## src/rtl/max7219_receiver_pkg.sv

```systemverilog
// ---------------------------------------------------------------------------
// max7219_pkg
// Shared definitions for the MAX7219 emulation:
//   - register address map (also used by the ledmatrix controller)
//   - receiver state encoding
//   - Code-B segment patterns and the digit-to-pattern lookup
// Segment bit order is {A,B,C,D,E,F,G}; DP is added by the caller.
// ---------------------------------------------------------------------------
package max7219_pkg;

   localparam logic [3:0] ADDR_NOOP      = 4'h0;
   localparam logic [3:0] ADDR_DIGIT_LO  = 4'h1;
   localparam logic [3:0] ADDR_DIGIT_HI  = 4'h8;
   localparam logic [3:0] ADDR_DECODE    = 4'h9;
   localparam logic [3:0] ADDR_INTENSITY = 4'hA;
   localparam logic [3:0] ADDR_SCANLIMIT = 4'hB;
   localparam logic [3:0] ADDR_SHUTDOWN  = 4'hC;
   localparam logic [3:0] ADDR_TEST      = 4'hF;

   typedef enum logic [1:0] {
      Idle,
      Shift,
      Apply
   } t_rx_state;

   localparam logic [6:0] CODEB_0     = 7'b1111110;
   localparam logic [6:0] CODEB_1     = 7'b0110000;
   localparam logic [6:0] CODEB_2     = 7'b1101101;
   localparam logic [6:0] CODEB_3     = 7'b1111001;
   localparam logic [6:0] CODEB_4     = 7'b0110011;
   localparam logic [6:0] CODEB_5     = 7'b1011011;
   localparam logic [6:0] CODEB_6     = 7'b1011111;
   localparam logic [6:0] CODEB_7     = 7'b1110000;
   localparam logic [6:0] CODEB_8     = 7'b1111111;
   localparam logic [6:0] CODEB_9     = 7'b1111011;
   localparam logic [6:0] CODEB_DASH  = 7'b0000001;
   localparam logic [6:0] CODEB_E     = 7'b1001111;
   localparam logic [6:0] CODEB_H     = 7'b0110111;
   localparam logic [6:0] CODEB_L     = 7'b0001110;
   localparam logic [6:0] CODEB_P     = 7'b1100111;
   localparam logic [6:0] CODEB_BLANK = 7'b0000000;

   function automatic logic [6:0] codeb_segs(input logic [3:0] d);
      logic [6:0] s;
      case (d)
         4'h0:    s = CODEB_0;
         4'h1:    s = CODEB_1;
         4'h2:    s = CODEB_2;
         4'h3:    s = CODEB_3;
         4'h4:    s = CODEB_4;
         4'h5:    s = CODEB_5;
         4'h6:    s = CODEB_6;
         4'h7:    s = CODEB_7;
         4'h8:    s = CODEB_8;
         4'h9:    s = CODEB_9;
         4'hA:    s = CODEB_DASH;
         4'hB:    s = CODEB_E;
         4'hC:    s = CODEB_H;
         4'hD:    s = CODEB_L;
         4'hE:    s = CODEB_P;
         default: s = CODEB_BLANK;
      endcase
      return s;
   endfunction

endpackage

```

## src/rtl/max7219_receiver_if.sv

```systemverilog
// ---------------------------------------------------------------------------
// max7219_receiver_if
// 3-wire MAX7219 serial bus plus the daisy-chain return line.
//   in_sclk  : serial clock (data sampled on rising edge)
//   in_cs    : LOAD/CS, active low, word latched on rising edge
//   in_din   : serial data, MSB first
//   out_dout : daisy-chain output of the receiver
// master = controller side, slave = receiver side.
// ---------------------------------------------------------------------------
interface max7219_receiver_if;

   logic in_sclk;
   logic in_cs;
   logic in_din;
   logic out_dout;

   modport master (
      output in_sclk,
      output in_cs,
      output in_din,
      input  out_dout
   );

   modport slave (
      input  in_sclk,
      input  in_cs,
      input  in_din,
      output out_dout
   );

endinterface

```

## src/rtl/max7219_receiver_codeb.sv

```systemverilog
// ---------------------------------------------------------------------------
// max7219_codeb
// Combinational Code-B decoder for one digit.
//   digit : 4-bit digit code (0-9, '-', E, H, L, P, blank)
//   dp    : decimal point
//   segs  : {DP,A,B,C,D,E,F,G}
// ---------------------------------------------------------------------------
module max7219_codeb
   import max7219_pkg::*;
(
   input  logic [3:0] digit,
   input  logic       dp,
   output logic [7:0] segs
);

   assign segs = {dp, codeb_segs(digit)};

endmodule

```

## src/rtl/max7219_receiver.sv

```systemverilog
// ---------------------------------------------------------------------------
// max7219_receiver
// MAX7219 LED-driver emulation. Receives 16-bit command words on the 3-wire
// bus, maintains the register file and produces the effective pixel matrix.
//   in_clk, in_rst   : system clock, asynchronous active-high reset
//   bus (slave)      : in_sclk / in_cs / in_din in, out_dout daisy-chain out
//   out_pixels       : effective pixels, digit k at [(k-1)*8 +: 8]
//   out_intensity    : intensity register
//   out_scan_limit   : scan-limit register
//   out_decode       : decode-mode register
//   out_power        : 1 = normal operation, 0 = shutdown
//   out_test         : display-test register
//   out_word_valid   : one-cycle pulse when a word is applied
//   out_word         : last applied word
//   out_frame_err    : one-cycle pulse when CS rises on a short frame
// ---------------------------------------------------------------------------
module max7219_receiver
   import max7219_pkg::*;
#(
   parameter int NUM_SEGS     = 8,
   parameter int LEDS_PER_SEG = 8,
   parameter int BUS_BITS     = 16,
   parameter int SYNC_STAGES  = 2
) (
   input  logic                             in_clk,
   input  logic                             in_rst,
   max7219_receiver_if.slave                bus,
   output logic [LEDS_PER_SEG*NUM_SEGS-1:0] out_pixels,
   output logic [3:0]                       out_intensity,
   output logic [2:0]                       out_scan_limit,
   output logic [7:0]                       out_decode,
   output logic                             out_power,
   output logic                             out_test,
   output logic                             out_word_valid,
   output logic [BUS_BITS-1:0]              out_word,
   output logic                             out_frame_err
);

   localparam int CNT_W = $clog2(BUS_BITS + 1);
   localparam logic [CNT_W-1:0] CNT_FULL = CNT_W'(BUS_BITS);

   // ---------------- input synchronisers + edge detect ----------------
   // bit 2 = sclk, bit 1 = cs, bit 0 = din
   logic [2:0] sync_q [SYNC_STAGES];
   logic [1:0] edge_q;               // {sclk, cs} one sample behind sync output

   always_ff @(posedge in_clk or posedge in_rst) begin
      if (in_rst) begin
         for (int unsigned i = 0; i < SYNC_STAGES; i++) sync_q[i] <= '0;
         edge_q <= '0;
      end else begin
         sync_q[0] <= {bus.in_sclk, bus.in_cs, bus.in_din};
         for (int unsigned i = 1; i < SYNC_STAGES; i++) sync_q[i] <= sync_q[i-1];
         edge_q <= sync_q[SYNC_STAGES-1][2:1];
      end
   end

   logic sclk_s, cs_s, din_s;
   logic sclk_rise, sclk_fall, cs_rise, cs_fall;

   assign sclk_s    = sync_q[SYNC_STAGES-1][2];
   assign cs_s      = sync_q[SYNC_STAGES-1][1];
   assign din_s     = sync_q[SYNC_STAGES-1][0];
   assign sclk_rise =  sclk_s & ~edge_q[1];
   assign sclk_fall = ~sclk_s &  edge_q[1];
   // Reset values of 0 mean a CS held low through reset never shows a fall.
   assign cs_rise   =  cs_s   & ~edge_q[0];
   assign cs_fall   = ~cs_s   &  edge_q[0];

   // ---------------- state machine ----------------
   t_rx_state state, state_next;
   logic [CNT_W-1:0] cnt;
   logic [CNT_W-1:0] cnt_after;
   logic [BUS_BITS-1:0] sr;
   logic shift_en, cnt_clear, apply_en, frame_err_en;

   // Inside Shift the frame is known to be open, so a sclk rise that lands in
   // the same sample as the CS rise still shifts and counts before the check.
   assign shift_en  = sclk_rise & ((state == Shift) | ~cs_s);
   assign cnt_after = (sclk_rise && state == Shift && cnt != CNT_FULL) ? cnt + 1'b1 : cnt;

   always_ff @(posedge in_clk or posedge in_rst) begin
      if (in_rst) state <= Idle;
      else        state <= state_next;
   end

   always_comb begin
      state_next   = state;
      cnt_clear    = 1'b0;
      apply_en     = 1'b0;
      frame_err_en = 1'b0;
      case (state)
         Idle: begin
            if (cs_fall) begin
               cnt_clear  = 1'b1;
               state_next = Shift;
            end
         end
         Shift: begin
            if (cs_rise) begin
               if (cnt_after == CNT_FULL) begin
                  state_next = Apply;
               end else begin
                  frame_err_en = 1'b1;
                  state_next   = Idle;
               end
            end
         end
         Apply: begin
            apply_en   = 1'b1;
            state_next = Idle;
         end
         default: state_next = Idle;
      endcase
   end

   // ---------------- shift register, counter, daisy-chain ----------------
   logic dout_q;

   always_ff @(posedge in_clk or posedge in_rst) begin
      if (in_rst) begin
         sr     <= '0;
         cnt    <= '0;
         dout_q <= 1'b0;
      end else begin
         if (shift_en)  sr <= {sr[BUS_BITS-2:0], din_s};
         if (cnt_clear) cnt <= '0;
         else           cnt <= cnt_after;
         if (sclk_fall) dout_q <= sr[BUS_BITS-1];
      end
   end

   assign bus.out_dout = dout_q;

   // ---------------- register file ----------------
   logic [7:0] digits [NUM_SEGS];
   logic [3:0] addr;
   logic [7:0] data;

   assign addr = sr[11:8];
   assign data = sr[7:0];

   always_ff @(posedge in_clk or posedge in_rst) begin
      if (in_rst) begin
         for (int unsigned k = 0; k < NUM_SEGS; k++) digits[k] <= '0;
         out_intensity  <= '0;
         out_scan_limit <= '0;
         out_decode     <= '0;
         out_power      <= 1'b0;
         out_test       <= 1'b0;
         out_word       <= '0;
         out_word_valid <= 1'b0;
         out_frame_err  <= 1'b0;
      end else begin
         out_word_valid <= apply_en;
         out_frame_err  <= frame_err_en;
         if (apply_en) begin
            out_word <= sr;
            // Digit addresses beyond NUM_SEGS match no slot and fall through.
            for (int unsigned k = 0; k < NUM_SEGS; k++) begin
               if (addr == 4'(k + 1)) digits[k] <= data;
            end
            case (addr)
               ADDR_DECODE:    out_decode     <= data;
               ADDR_INTENSITY: out_intensity  <= data[3:0];
               ADDR_SCANLIMIT: out_scan_limit <= data[2:0];
               ADDR_SHUTDOWN:  out_power      <= data[0];
               ADDR_TEST:      out_test       <= data[0];
               default: ;
            endcase
         end
      end
   end

   // ---------------- effective pixels ----------------
   logic [LEDS_PER_SEG*NUM_SEGS-1:0] pixels_next;

   for (genvar g = 0; g < NUM_SEGS; g++) begin : g_digit
      localparam logic [3:0] IDX = 4'(g);
      logic [7:0] decoded;
      logic [7:0] row;

      max7219_codeb u_codeb (
         .digit (digits[g][3:0]),
         .dp    (digits[g][7]),
         .segs  (decoded)
      );

      always_comb begin
         row = '0;
         if (out_test)                           row = '1;
         else if (!out_power)                    row = '0;
         else if (IDX > {1'b0, out_scan_limit})  row = '0;
         else if (out_decode[g])                 row = decoded;
         else                                    row = digits[g];
      end

      assign pixels_next[g*LEDS_PER_SEG +: LEDS_PER_SEG] = row;
   end

   always_ff @(posedge in_clk or posedge in_rst) begin
      if (in_rst) out_pixels <= '0;
      else        out_pixels <= pixels_next;
   end

endmodule
```

## src/flat_wrapper.sv

```systemverilog
// flat-port wrapper written by rule: the top's interface ports become plain ports
module max7219_receiver_flat import max7219_pkg::*;
#(
   parameter int NUM_SEGS     = 8,
   parameter int LEDS_PER_SEG = 8,
   parameter int BUS_BITS     = 16,
   parameter int SYNC_STAGES  = 2
)
  (in_clk, in_rst, out_pixels, out_intensity, out_scan_limit, out_decode, out_power, out_test, out_word_valid, out_word, out_frame_err, bus_in_sclk, bus_in_cs, bus_in_din, bus_out_dout);
  max7219_receiver_if bus_i ();
  input  logic in_clk;
  input  logic in_rst;
  output logic [LEDS_PER_SEG*NUM_SEGS-1:0] out_pixels;
  output logic [3:0] out_intensity;
  output logic [2:0] out_scan_limit;
  output logic [7:0] out_decode;
  output logic out_power;
  output logic out_test;
  output logic out_word_valid;
  output logic [BUS_BITS-1:0] out_word;
  output logic out_frame_err;
  input wire logic [$bits(bus_i.in_sclk)-1:0] bus_in_sclk;
  input wire logic [$bits(bus_i.in_cs)-1:0] bus_in_cs;
  input wire logic [$bits(bus_i.in_din)-1:0] bus_in_din;
  output wire logic [$bits(bus_i.out_dout)-1:0] bus_out_dout;
  assign bus_i.in_sclk = bus_in_sclk;
  assign bus_i.in_cs = bus_in_cs;
  assign bus_i.in_din = bus_in_din;
  assign bus_out_dout = bus_i.out_dout;
  max7219_receiver #(.NUM_SEGS(NUM_SEGS), .LEDS_PER_SEG(LEDS_PER_SEG), .BUS_BITS(BUS_BITS), .SYNC_STAGES(SYNC_STAGES)) u_core (.in_clk(in_clk), .in_rst(in_rst), .bus(bus_i), .out_pixels(out_pixels), .out_intensity(out_intensity), .out_scan_limit(out_scan_limit), .out_decode(out_decode), .out_power(out_power), .out_test(out_test), .out_word_valid(out_word_valid), .out_word(out_word), .out_frame_err(out_frame_err));
endmodule
```

## config.mk

```make
export PLATFORM = sky130hd
export DESIGN_NAME = max7219_receiver_flat
export DESIGN_NICKNAME = d
export VERILOG_FILES = /design/src/rtl/max7219_receiver_pkg.sv /design/src/rtl/max7219_receiver_if.sv /design/src/rtl/max7219_receiver_codeb.sv /design/src/rtl/max7219_receiver.sv /design/src/flat_wrapper.sv
export SDC_FILE = /design/constraint.sdc
export NUM_CORES = 1
export LEC_CHECK = 0
export CAP_MARGIN = 5
export CORE_ASPECT_RATIO = 1.1
export CORE_UTILIZATION = 45
export CTS_CLUSTER_SIZE = 12
export DETAILED_ROUTE_END_ITERATION = 8
export PLACE_DENSITY = 0.71
export SLEW_MARGIN = 20
export SYNTH_ARGS = -nofsm -noshare
export SYNTH_HDL_FRONTEND = slang
export SYNTH_SLANG_ARGS = --single-unit
```

## constraint.sdc

```tcl
create_clock -name in_clk -period 9.45 [get_ports in_clk]
set_input_delay 2.3625 -clock in_clk [delete_from_list [all_inputs] [get_ports in_clk]]
set_output_delay 2.3625 -clock in_clk [all_outputs]
set_load 0.005 [all_outputs]
```

After elaboration in Yosys (flattened, before gate mapping)
Memory sizes are Yosys's and may differ from the RTL's. Index checks and enable logic that the tools add are counted.

Add/sub/neg operators: 1. Bitwise gates (word level): 10. Eq/ne operators: 19. Reductions and logical operators: 17. Magnitude comparators: 7. Mux-type cells: 43.

Operators with widths (count): 8-bit 2-to-1 mux (23); 7-bit 2-to-1 mux (8); 2-bit AND reduction (14); 4-bit == test (second input constant) (6); 4-bit by 3-bit == test with 1-bit output (second input constant) (4); 3-bit greater-than comparator (first input constant) (4); 5-bit 2-to-1 mux (2); 4-bit by 2-bit == test with 1-bit output (second input constant) (2); 2-bit by 3-bit greater-than comparator with 1-bit output (first input constant) (2); 1-bit 2-to-1 mux (6); 2-bit 2-to-1 mux (3); 5-bit by 1-bit adder with 5-bit output (second input constant) (1); 1-bit bitwise AND (5); 5-bit == test (second input constant) (1); 5-bit != test (second input constant) (1); 4-bit by 1-bit == test with 1-bit output (second input constant) (1); 2-bit by 1-bit != test with 1-bit output (second input constant) (2); 1-bit inverter (4); 2-bit one-hot mux with 2 select lines (1); 1-bit by 3-bit greater-than comparator with 1-bit output (first input constant) (1); 2-bit by 1-bit == test with 1-bit output (second input constant) (1); 2-bit == test (second input constant) (1); 1-bit logical AND (2); 2-bit logical NOT (1); 1-bit bitwise OR (1).

Bits of input ports: 5. Flip-flop bits (word level): 195. ROM bits: 896. Logic and storage cells: 129. Memories kept: 8.

Memory list: (no name shown) (depth 16, width 7, rd ports 1, clocked after Yosys merged registers in 0, wr ports 0, RTL line max7219_receiver_pkg.sv:45) `case (d)`; (no name shown) (depth 16, width 7, rd ports 1, clocked after Yosys merged registers in 0, wr ports 0, RTL line max7219_receiver_pkg.sv:45); (no name shown) (depth 16, width 7, rd ports 1, clocked after Yosys merged registers in 0, wr ports 0, RTL line max7219_receiver_pkg.sv:45); (no name shown) (depth 16, width 7, rd ports 1, clocked after Yosys merged registers in 0, wr ports 0, RTL line max7219_receiver_pkg.sv:45); (no name shown) (depth 16, width 7, rd ports 1, clocked after Yosys merged registers in 0, wr ports 0, RTL line max7219_receiver_pkg.sv:45); (no name shown) (depth 16, width 7, rd ports 1, clocked after Yosys merged registers in 0, wr ports 0, RTL line max7219_receiver_pkg.sv:45); +2 memories.

Longest topological paths before layout
Depth in word-level cells: 9. Gate-level depth with buffers: 7. Mapped depth without buffers: 6.

Cells and area by module
From an unflattened synthesis, not the netlist that was laid out.

Cells, all modules: 905. Area, all modules: 10232.3 µm².

Modules (own cells, without submodules): max7219_receiver (area each 7970.1 µm², seq. area each 4879.7 µm², times used 1, cells each 583); max7219_codeb at u_core.g_digit[0].u_codeb ... (area each 282.8 µm², seq. area each 0.0 µm², times used 3, cells each 40); max7219_codeb at u_core.g_digit[1].u_codeb ... (area each 280.3 µm², seq. area each 0.0 µm², times used 3, cells each 40); max7219_codeb at u_core.g_digit[5].u_codeb (area each 295.3 µm², seq. area each 0.0 µm², times used 1, cells each 43); max7219_codeb at u_core.g_digit[2].u_codeb (area each 277.8 µm², seq. area each 0.0 µm², times used 1, cells each 39).

Worst setup path after synthesis
OpenSTA, ideal clock, no wires.

Path type: register to output. From: register u_core.out_decode[6]. To: output port out_decode[6]. Setup slack: 6.673 ns. Cell stages (with the launch flop): 1. Required time: 7.088 ns. Data arrival time: 0.415 ns. Path through: dfrtp_1.

RTL lines: start: declaration (RTL line max7219_receiver.sv:31) `output logic [7:0] out_decode,`; start signal: assignment (RTL line max7219_receiver.sv:164) `ADDR_DECODE: out_decode <= data;`; end: declaration (RTL line flat_wrapper.sv:16) `output logic [7:0] out_decode;`.

No word-level cell between the ends.

Worst setup path in the final report
From: register u_core.out_power. To: output port out_power.

RTL lines: start: declaration (RTL line max7219_receiver.sv:32) `output logic out_power,`; start signal: assignment (RTL line max7219_receiver.sv:167) `ADDR_SHUTDOWN: out_power <= data[0];`; end: declaration (RTL line flat_wrapper.sv:17) `output logic out_power;`.

No word-level cell between the ends.

==> run summary <==
status = complete, no violations
layout cell share with drive strength beyond 1 = 0.151
worst r2r path cells = 4
clock share of power = 0.414
CP startpoint kind = flop
Most used DFF post-synth = dfrtp_1
crit path max fanout = 18
Seq pwr share = 0.539
Area Overhead vs Synth = 18.3%
first-pass GRT wire length = 35300 um
die height = 157 um
WHS Path Cells = 0
Max-slew headroom = 0.373
critical path buffer and inverter count = 1
CTS tree = yes
max-cap violations = 0
# nets final = 1054
Slew Limit Fails = 0
Final Cycle Share = 0.433
CTS Hold Bufs = 0
Worst Hold Class = flop to flop
Post-synth EDFFs = 0
Num CTS Buffers = 17
Fillers = 1884
Avg Inst Size Synth = 10.7 um2
# diodes = 0
via count = 7011
gr ovfl total = 0
Power, Total = 1.81 mW
drc violations = 0
non-filler cells, final = 1294
hold_ws = 0.351 ns
core area = 21400 um2
DRT Wirelength = 21400 um
DR WL/cell = 16.5 um
Final Cell Area = 11700 um2
post-place setup slack = 4.85 ns
Detailed Routing Iterations Pass 1 = 5
Initial Utilization = 0.461
delay-heaviest family, CP = flip-flops
Routed Antenna Nets = 0
placed cells = 1262
final setup violation count = 0
Worst EP required = 7.09 ns
ordered cell list for the critical path = clkdlybuf4s50_1
peak supply drop = 170 uV
Sw Share = 0.264
Worst path slowest cell = dfrtp_1
RePlAce Congestion = 0.864
Net Switching = 478 uW
Final HPWL DP = 14100 um
io pins = 105
sequential-to-total area share from yosys stat = 0.494
H-Tree Depth = 4
Pwr Density = 155 nW/um2
commonest non-fill, non-tap cell in the layout = dfrtp_1
final hold viol count = 0
internal power = 1.33 mW
Netlist cell types = 65
FFs w/ async S/R, synth = 1.00
Leak = 5.35 nW
Post-CTS Resized = 0
Tmin final = 4.09 ns
Setup TNS Final = 0 ns
Die W = 143 um
vias per cell = 5.42
Site Rows = 56
largest net degree at the start of global routing = 109
placed cell area = 11100 um2
Yosys warning total = 0
post-layout util = 0.545
Comb power frac = 0.048
worst stage delay on the critical path = 0.68 ns
Cells after Synth = 921
Clk pin slew, worst setup/hold paths = 0.07 ns
critical path depth in cells = 1
Arr. time, crit path = 1.73 ns
number of port buffers = 104
RSZ-0062 raised after global routing = no
fin worst setup slack = 5.36 ns
commonest cells after routing, fill and taps aside = 195 x dfrtp_1, 124 x nand2_1, 104 x clkdlybuf4s50_1
Crit Path Class = flop to output port
All-Layer GR Usage = 0.202
Mapped Area = 9880 um2
post-CTS setup buffer count = 0
Crit. End Element = output port
post-synth net total = 984
clk buf depth = 2
initial antenna violation count = 0
Peak Freq = 244 MHz
FF+latch count, synth = 195
clock sinks = 195
worst-margin pin slew = 0.927 ns
Root Buffer = clkbuf_16
clock skew = 0.0106 ns
vias in the first global route = 6698
Initial DRC Count = 402
latest clock arrival within the worst-skew pair = 0.44 ns
die area = 22600 um2
cell usage after synthesis (3+ instances only):
master,count,area (um2)
clkbuf_1,36,135
a21oi_1,49,245
a31oi_1,11,68.8
a211oi_1,4,30.0
dfrtp_1,195,4880
nand2_1,124,465
nor3_1,8,40.0
nand4_1,5,31.3
o221ai_1,8,70.1
buf_4,5,37.5
a31o_2,3,26.3
a21o_1,17,128
o31ai_1,8,60.1
mux4_2,5,113
nor2_1,30,113
mux2_2,91,1020
a41oi_1,3,26.3
nand3_1,6,30.0
nand2_2,4,25.0
ha_1,58,726
nand2b_1,16,100
a211o_1,4,35.0
o21ai_0,74,370
a21boi_0,3,22.5
inv_1,42,158
buf_2,14,70.1
nor2b_1,13,81.3
mux2i_1,24,240
o211ai_1,7,52.6
routing by layer:
metal / track usage / vias up / part of all wire
met5: 0 / - / 0
met2: 0.330 / 205 / 0.48
li1: - / 3340 / -
met4: 0.0648 / 0 / 0.014
met1: 0.273 / 3441 / 0.46
met3: 0.0365 / 25 / 0.047
final timing paths:
path | start | end | slack (ns)
setup / recovery | u_core.out_power | out_power | 5.36
hold / removal | u_core.sync_q[5] | u_core.sclk_s | 0.35
setup reg to reg | u_core.out_power | u_core.out_pixels[58] | 7.30
hold reg to reg | u_core.sync_q[5] | u_core.sclk_s | 0.35
max in group asynchronous | in_rst | u_core.digits[42] | 5.73
min in group asynchronous | in_rst | u_core.out_word[15] | 2.46
cells by family (layout without fill, tap and decap cells):
kind of cell | Yosys count | count (layout) | synth area share
and+or+nand+nor | 234 | 234 | 0.115
DFF | 195 | 195 | 0.494
xor gates and xnor gates | 4 | 4 | 0.00355
buffers and inverters | 99 | 182 | 0.0414
adders and majority gates | 58 | 58 | 0.0734
muxes | 121 | 121 | 0.141
AOI/OAI and AO/OA | 210 | 210 | 0.132
area by class of cell:
class	count	area [um2]	share of cell area
clock inverters	14	176	0.0151
inverters	42	165	0.0141
repair buffers	108	1070	0.0919
clock buffers	18	439	0.0376
well taps	290	363	0.0310
flip-flops and latches	195	4880	0.417
multi-input cells	627	4590	0.393
power by group through the flow:
stage / clock (mW) / sequential (mW) / combinational [mW]
6_report: 0.749 / 0.975 / 0.0868
5_1_grt: 0.797 / 0.982 / 0.0978
4_1_cts: 0.761 / 0.975 / 0.0883
3_5_place_dp: 0 / 0.990 / 0.0876
3_3_place_gp: 0 / 0.990 / 0.0856
2_1_floorplan: 0 / 0.904 / 0.119
state kept, by name, indices dropped and copies added, names as in the netlist, 3 cells and up:
name and flops:
u_core.digits 64, u_core.out_pixels 64, u_core.out_word 16, u_core.sr 16, u_core.out_decode 8, u_core.cnt 5
u_core.out_intensity 4, u_core.out_scan_limit 3, u_core.sync_q 3
No activity file was read; power rests on OpenSTA's default activity.
